`config.mk`:
```
export PLATFORM = sky130hd
export DESIGN_NAME = mouse_pos_tracker
export DESIGN_NICKNAME = d
export VERILOG_FILES = /design/src/rtl/mouse_pos_tracker.sv
export SDC_FILE = /design/constraint.sdc
export NUM_CORES = 1
export LEC_CHECK = 0
export BUFFER_PORTS_ARGS = -buffer_cell sky130_fd_sc_hd__buf_2
export CELL_PAD_IN_SITES_DETAIL_PLACEMENT = 1
export CELL_PAD_IN_SITES_GLOBAL_PLACEMENT = 2
export CORE_UTILIZATION = 30
export DETAILED_ROUTE_END_ITERATION = 10
export HOLD_SLACK_MARGIN = 0.15
export PLACE_DENSITY = 0.68
export SYNTH_ARGS = -nofsm -noshare
export SYNTH_HDL_FRONTEND = slang
export SYNTH_SLANG_ARGS = --single-unit
```
`constraint.sdc`:
```
create_clock -name clk -period 2.7 [get_ports clk]
set_input_delay 0.27 -clock clk [delete_from_list [all_inputs] [get_ports clk]]
set_output_delay 0.27 -clock clk [all_outputs]
set_load 0.005 [all_outputs]
```
`src/rtl/mouse_pos_tracker.sv`:
```
// +-----------------------------------------------------------------------------+
// | mouse_pos_tracker : PS/2 3-byte packet assembler and clamped position      |
// | integrator. Optional macro MOUSE_ACCEL_EN doubles deltas with |d| >= 8.     |
// | Revision: 1.0                                                               |
// +-----------------------------------------------------------------------------+
`default_nettype none

module mouse_pos_tracker #(
  parameter int H_MAX          = 799,
  parameter int V_MAX          = 599,
  parameter int X_INIT         = 400,
  parameter int Y_INIT         = 300,
  parameter int TIMEOUT_CYCLES = 80000
) (
  input  logic        clk,
  input  logic        rst_n,
  input  logic [7:0]  rx_data,
  input  logic        rx_valid,
  output logic [11:0] mouse_x_position,
  output logic [11:0] mouse_y_position,
  output logic        mouse_left,
  output logic        mouse_right,
  output logic        mouse_middle,
  output logic        packet_valid
);

  localparam int CW = $clog2(TIMEOUT_CYCLES + 1);

  localparam logic [1:0] WAIT_B0 = 2'd0;
  localparam logic [1:0] WAIT_B1 = 2'd1;
  localparam logic [1:0] WAIT_B2 = 2'd2;

  localparam logic signed [13:0] C_H_MAX = 14'(H_MAX);
  localparam logic signed [13:0] C_V_MAX = 14'(V_MAX);

  logic [1:0]    r_state;
  logic [CW-1:0] r_cnt;
  // byte0 minus the always-1 sync bit: {yovf, xovf, ysign, xsign, M, R, L}
  logic [6:0]    r_b0;
  logic [7:0]    r_b1;
  logic [11:0]   r_x;
  logic [11:0]   r_y;
  logic          r_left;
  logic          r_right;
  logic          r_middle;
  logic          r_pv;

  logic signed [13:0] w_dx;
  logic signed [13:0] w_dy;
  logic signed [13:0] w_xsum;
  logic signed [13:0] w_ysum;
  logic               w_timeout;

  function automatic logic signed [13:0] axis_delta(input logic sign,
                                                    input logic [7:0] mag,
                                                    input logic ovf);
    logic signed [13:0] d;
    d = ovf ? 14'sd0 : $signed({{6{sign}}, mag});
`ifdef MOUSE_ACCEL_EN
    if (d >= 14'sd8 || d <= -14'sd8) d = d <<< 1;
`endif
    return d;
  endfunction

  function automatic logic [11:0] clamp(input logic signed [13:0] v,
                                        input logic signed [13:0] max);
    if (v < 14'sd0)     return 12'd0;
    else if (v > max)   return max[11:0];
    else                return v[11:0];
  endfunction

  assign w_dx      = axis_delta(r_b0[3], r_b1,    r_b0[5]);
  assign w_dy      = axis_delta(r_b0[4], rx_data, r_b0[6]);
  assign w_xsum    = $signed({2'b00, r_x}) + w_dx;
  // PS/2 positive Y is upward, screen Y grows downward
  assign w_ysum    = $signed({2'b00, r_y}) - w_dy;
  assign w_timeout = !rx_valid && (r_cnt == CW'(TIMEOUT_CYCLES - 1));

  always_ff @(posedge clk) begin
    if (!rst_n) begin
      r_state  <= WAIT_B0;
      r_cnt    <= '0;
      r_b0     <= '0;
      r_b1     <= '0;
      r_x      <= 12'(X_INIT);
      r_y      <= 12'(Y_INIT);
      r_left   <= 1'b0;
      r_right  <= 1'b0;
      r_middle <= 1'b0;
      r_pv     <= 1'b0;
    end else begin
      r_pv <= 1'b0;
      case (r_state)
        WAIT_B0: begin
          r_cnt <= '0;
          if (rx_valid && rx_data[3]) begin
            r_b0    <= {rx_data[7:4], rx_data[2:0]};
            r_state <= WAIT_B1;
          end
        end
        WAIT_B1: begin
          if (rx_valid) begin
            r_b1    <= rx_data;
            r_cnt   <= '0;
            r_state <= WAIT_B2;
          end else if (w_timeout) begin
            r_cnt   <= '0;
            r_state <= WAIT_B0;
          end else begin
            r_cnt   <= r_cnt + CW'(1);
          end
        end
        WAIT_B2: begin
          if (rx_valid) begin
            r_x      <= clamp(w_xsum, C_H_MAX);
            r_y      <= clamp(w_ysum, C_V_MAX);
            r_left   <= r_b0[0];
            r_right  <= r_b0[1];
            r_middle <= r_b0[2];
            r_pv     <= 1'b1;
            r_cnt    <= '0;
            r_state  <= WAIT_B0;
          end else if (w_timeout) begin
            r_cnt   <= '0;
            r_state <= WAIT_B0;
          end else begin
            r_cnt   <= r_cnt + CW'(1);
          end
        end
        default: begin
          r_cnt   <= '0;
          r_state <= WAIT_B0;
        end
      endcase
    end
  end

  assign mouse_x_position = r_x;
  assign mouse_y_position = r_y;
  assign mouse_left       = r_left;
  assign mouse_right      = r_right;
  assign mouse_middle     = r_middle;
  assign packet_valid     = r_pv;

endmodule

`default_nettype wire
```
==> results.json <==
{
  "run_status": "finished with violations",
  "failed_checks": "negative setup slack",
  "yosys_warnings": 0,
  "synthesis.instances": 484,
  "share_of_the_synthesized_area_in_the_top_cell_type": 0.309,
  "htreeDepth": 3,
  "placement.cell_area_um2": 4930,
  "launching_element_type_of_the_critical_path": "flip-flop",
  "worstPathArrival_ns": 2.96,
  "dp.final_hpwl_um": 9970,
  "ys_types": 68,
  "ir_drop_v": 0.000273,
  "slowest_stage": "or4_4",
  "synthArstFlopShare": 0,
  "slowest_stage_delay_cp_ns": 0.42,
  "cts-root-buf": "clkbuf_16",
  "route.final.wire_length_um": 13400,
  "post-route-min-period_ns": 2.72,
  "dr.first_iter.drc_count": 139,
  "insertedDiodeCount": 0,
  "layout_commonest_cell": "buf_4",
  "hold_viol_final": 0,
  "cts_inserted_buffers": 9,
  "grt_remaining_overflow": 0,
  "cp_max_fo": 7,
  "remaining_drc_errors": 0,
  "synth_enable_flop_cells": 0,
  "final_nets": 644,
  "leakage_dissipation_nw": 2.37,
  "yosys-top-cells-area": "dfxtp_1 (31%), ha_1 (10%), a21oi_1 (5.7%)",
  "finalCritPeriodShare": 1.01,
  "finalPower_mw": 2.77,
  "initial_utilization": 0.313,
  "number_of_buffers_inserted_by_port_buffering": 38,
  "max_cap_violations": 0,
  "synth.cell_area_um2": 4020,
  "final-max-slew-violation-count": 0,
  "synth-seq-cells": 62,
  "count_of_cells_along_the_worst_register_to_register_path": 11,
  "die-height_um": 118,
  "floorplan.die_area_um2": 13900,
  "drt.antenna.violating_nets": 0,
  "hold_class": "in2reg",
  "fin_worst_skew_ns": 0.00299,
  "ys.flop_type": "dfxtp_1",
  "proportion_of_layout_cells_with_a_drive_suffix_above_1": 0.386,
  "final.setup.tns_ns": -0.0916,
  "die_w_um": 118,
  "number_of_nets_produced_by_synthesis": 529,
  "min_path_cells": 3,
  "sink_count_of_the_clock_tree": 62,
  "max_freq_ghz": 0.368,
  "timing.hold.ws_ns": 0.213,
  "initial_antenna_violation_count": 0,
  "tightestPinTransition_ns": 0.573,
  "critPathRequiredTime_ns": 2.94,
  "ys_seq_area_frac": 0.309,
  "final_area_um2": 5820,
  "tritoncts": "built",
  "place_ws_ns": -0.367,
  "synth_top_cell_by_area": "dfxtp_1",
  "fillers": 1524,
  "most-common-layout-cells": "buf_4 (76), dfxtp_1 (59), nand2_1 (46), buf_2 (38)",
  "max-clock-path-buffers": 2,
  "firstDrtPassIters": 4,
  "critical_path_class": "reg2reg",
  "endpoint_kind": "flip-flop",
  "rsz0062_at_grt": "true",
  "vias": 4029,
  "grt_use_total": 0.193,
  "grt_pass1_vias": 4234,
  "design.core.area_um2": 12800,
  "clock_pin_slew_reported_for_the_worst_setup_and_hold_paths_after_clock_tree_synthesis_ns": 0.05,
  "flow.area_growth_from_synthesis_pct": 44.8,
  "timing.slew.headroom": 0.618,
  "number_of_cell_rows": 41,
  "design.portCount": 39,
  "worst_slack_ns": -0.0209,
  "clkLatencyLatePin_ns": 0.33,
  "grt_start_max_net_pins": 24,
  "finalWeightedCongestion": 0.837,
  "crit_path_cell_trace": "nor2b_1 -> ha_2 -> fa_2 -> nand2b_4 -> a21oi_4 -> or4_4 -> a311o_1 -> xnor2_1 -> buf_4 -> and3_4 -> a221oi_2",
  "setup-violations-final": 8,
  "power.density_nw_per_um2": 476,
  "average_wire_per_standard_cell_um": 17.2,
  "avgViaCountPerCell": 5.19,
  "avgSynthCellArea_um2": 8.30,
  "wire_length_of_the_first_global_routing_pass_um": 21200
}
==> stage by stage <==
step	std cells	utilization
2_1_floorplan	484	-
3_3_place_gp	750	0.384
3_5_place_dp	750	0.384
4_1_cts	772	0.426
5_1_grt	776	0.454
6_report	776	0.454
==> report_power, final <==
part	switching, mW	internal (mW)	total, mW
sequential	0.0122	0.928	0.940
combinational	0.332	0.304	0.636
clock	0.429	0.764	1.19
total	0.774	2.00	2.77
==> layout make-up <==
| cell class | count | area, um^2 | share of cell area |
|---|---|---|---|
| timing repair buffer | 120 | 837 | 0.144 |
| tap | 172 | 215 | 0.0370 |
| inverter | 14 | 52.6 | 0.00903 |
| clock inverter | 5 | 56.3 | 0.00968 |
| clock buffer | 11 | 253 | 0.0434 |
| multi-input combinational | 392 | 3150 | 0.542 |
| sequential | 62 | 1250 | 0.215 |
==> path summary, 6_finish.rpt <==
path / start / end / slack [ns]
worst max-delay path: r_b0[6]$_SDFFE_PN0P_ / mouse_y_position[0]$_SDFFE_PN0P_ / -0.02
worst min-delay path: rx_data[5] / r_b0[4]$_SDFFE_PN0P_ / 0.21
worst max register to register: r_b0[6]$_SDFFE_PN0P_ / mouse_y_position[0]$_SDFFE_PN0P_ / -0.02
worst min register to register: r_b1[1]$_SDFFE_PN0P_ / r_b1[1]$_SDFFE_PN0P_ / 0.45
==> timing repair <==
item / in CTS / in global routing
cloned: 0 / 0
endpoints found under the setup margin: 20 / 20
hold buffers: 0 / 0
pin swaps: 9 / 27
resized for setup: 39 / 65
setup buffers: 6 / 4
==> Yosys cell counts (all sizes together) (2+ instances only) <==
| cell | n |
|---|---|
| clkbuf | 14 |
| fa | 2 |
| mux2i | 10 |
| nor3b | 2 |
| nand4 | 2 |
| o2111a | 2 |
| inv | 14 |
| buf | 2 |
| and2 | 6 |
| a221oi | 3 |
| xor2 | 15 |
| xnor2 | 12 |
| a31o | 2 |
| a31oi | 2 |
| o31ai | 6 |
| o211ai | 4 |
| nor2b | 13 |
| a21oi | 48 |
| dfxtp | 62 |
| nor3 | 11 |
| nand3 | 32 |
| o21ai | 21 |
| nand2 | 48 |
| or4 | 3 |
| nand2b | 13 |
| ha | 32 |
| a21boi | 5 |
| nor4 | 9 |
| a311o | 2 |
| a211oi | 10 |
| and3 | 8 |
| or3 | 5 |
| nor2 | 37 |
| a21o | 6 |
==> logic make-up (layout without fill, tap and decap cells) <==
logic type | Yosys count | after routing | synth area share
AO/OA/AOI/OAI | 124 | 124 | 0.218
adder cells (fa/ha/maj) | 34 | 34 | 0.110
XOR/XNOR | 27 | 27 | 0.0588
AND/OR/NAND/NOR | 196 | 196 | 0.248
flip-flops | 62 | 62 | 0.309
multiplexers | 11 | 11 | 0.0277
buffers and inverters | 30 | 150 | 0.0286
==> sequential cells by signal (all words and copies together), names as in the netlist <==
register	count
r_b0	7
mouse_right	1
mouse_left	1
mouse_y_position	12
r_cnt	17
mouse_x_position	12
packet_valid	1
r_state	2
mouse_middle	1
r_b1	8
==> worst max-delay path, delay by kind of cell (launching register included) <==
family / cells / cell delay (ns)
and+or+nand+nor: 4 / 0.88
AOI/OAI and AO/OA: 3 / 0.65
adders and majority gates: 2 / 0.42
DFF: 1 / 0.36
buffers and inverters: 1 / 0.17
xor gates and xnor gates: 1 / 0.14
==> layer usage <==
metal  vias to the layer above  wire length [um]  track usage
met1                      1977              6110        0.238
met4                         0               198       0.0537
li1                       1988                 -            -
met3                        18               364       0.0436
met5                         -                 0            0
met2                        46              6710        0.334
Note: power is estimated with default switching activity, not from simulation.
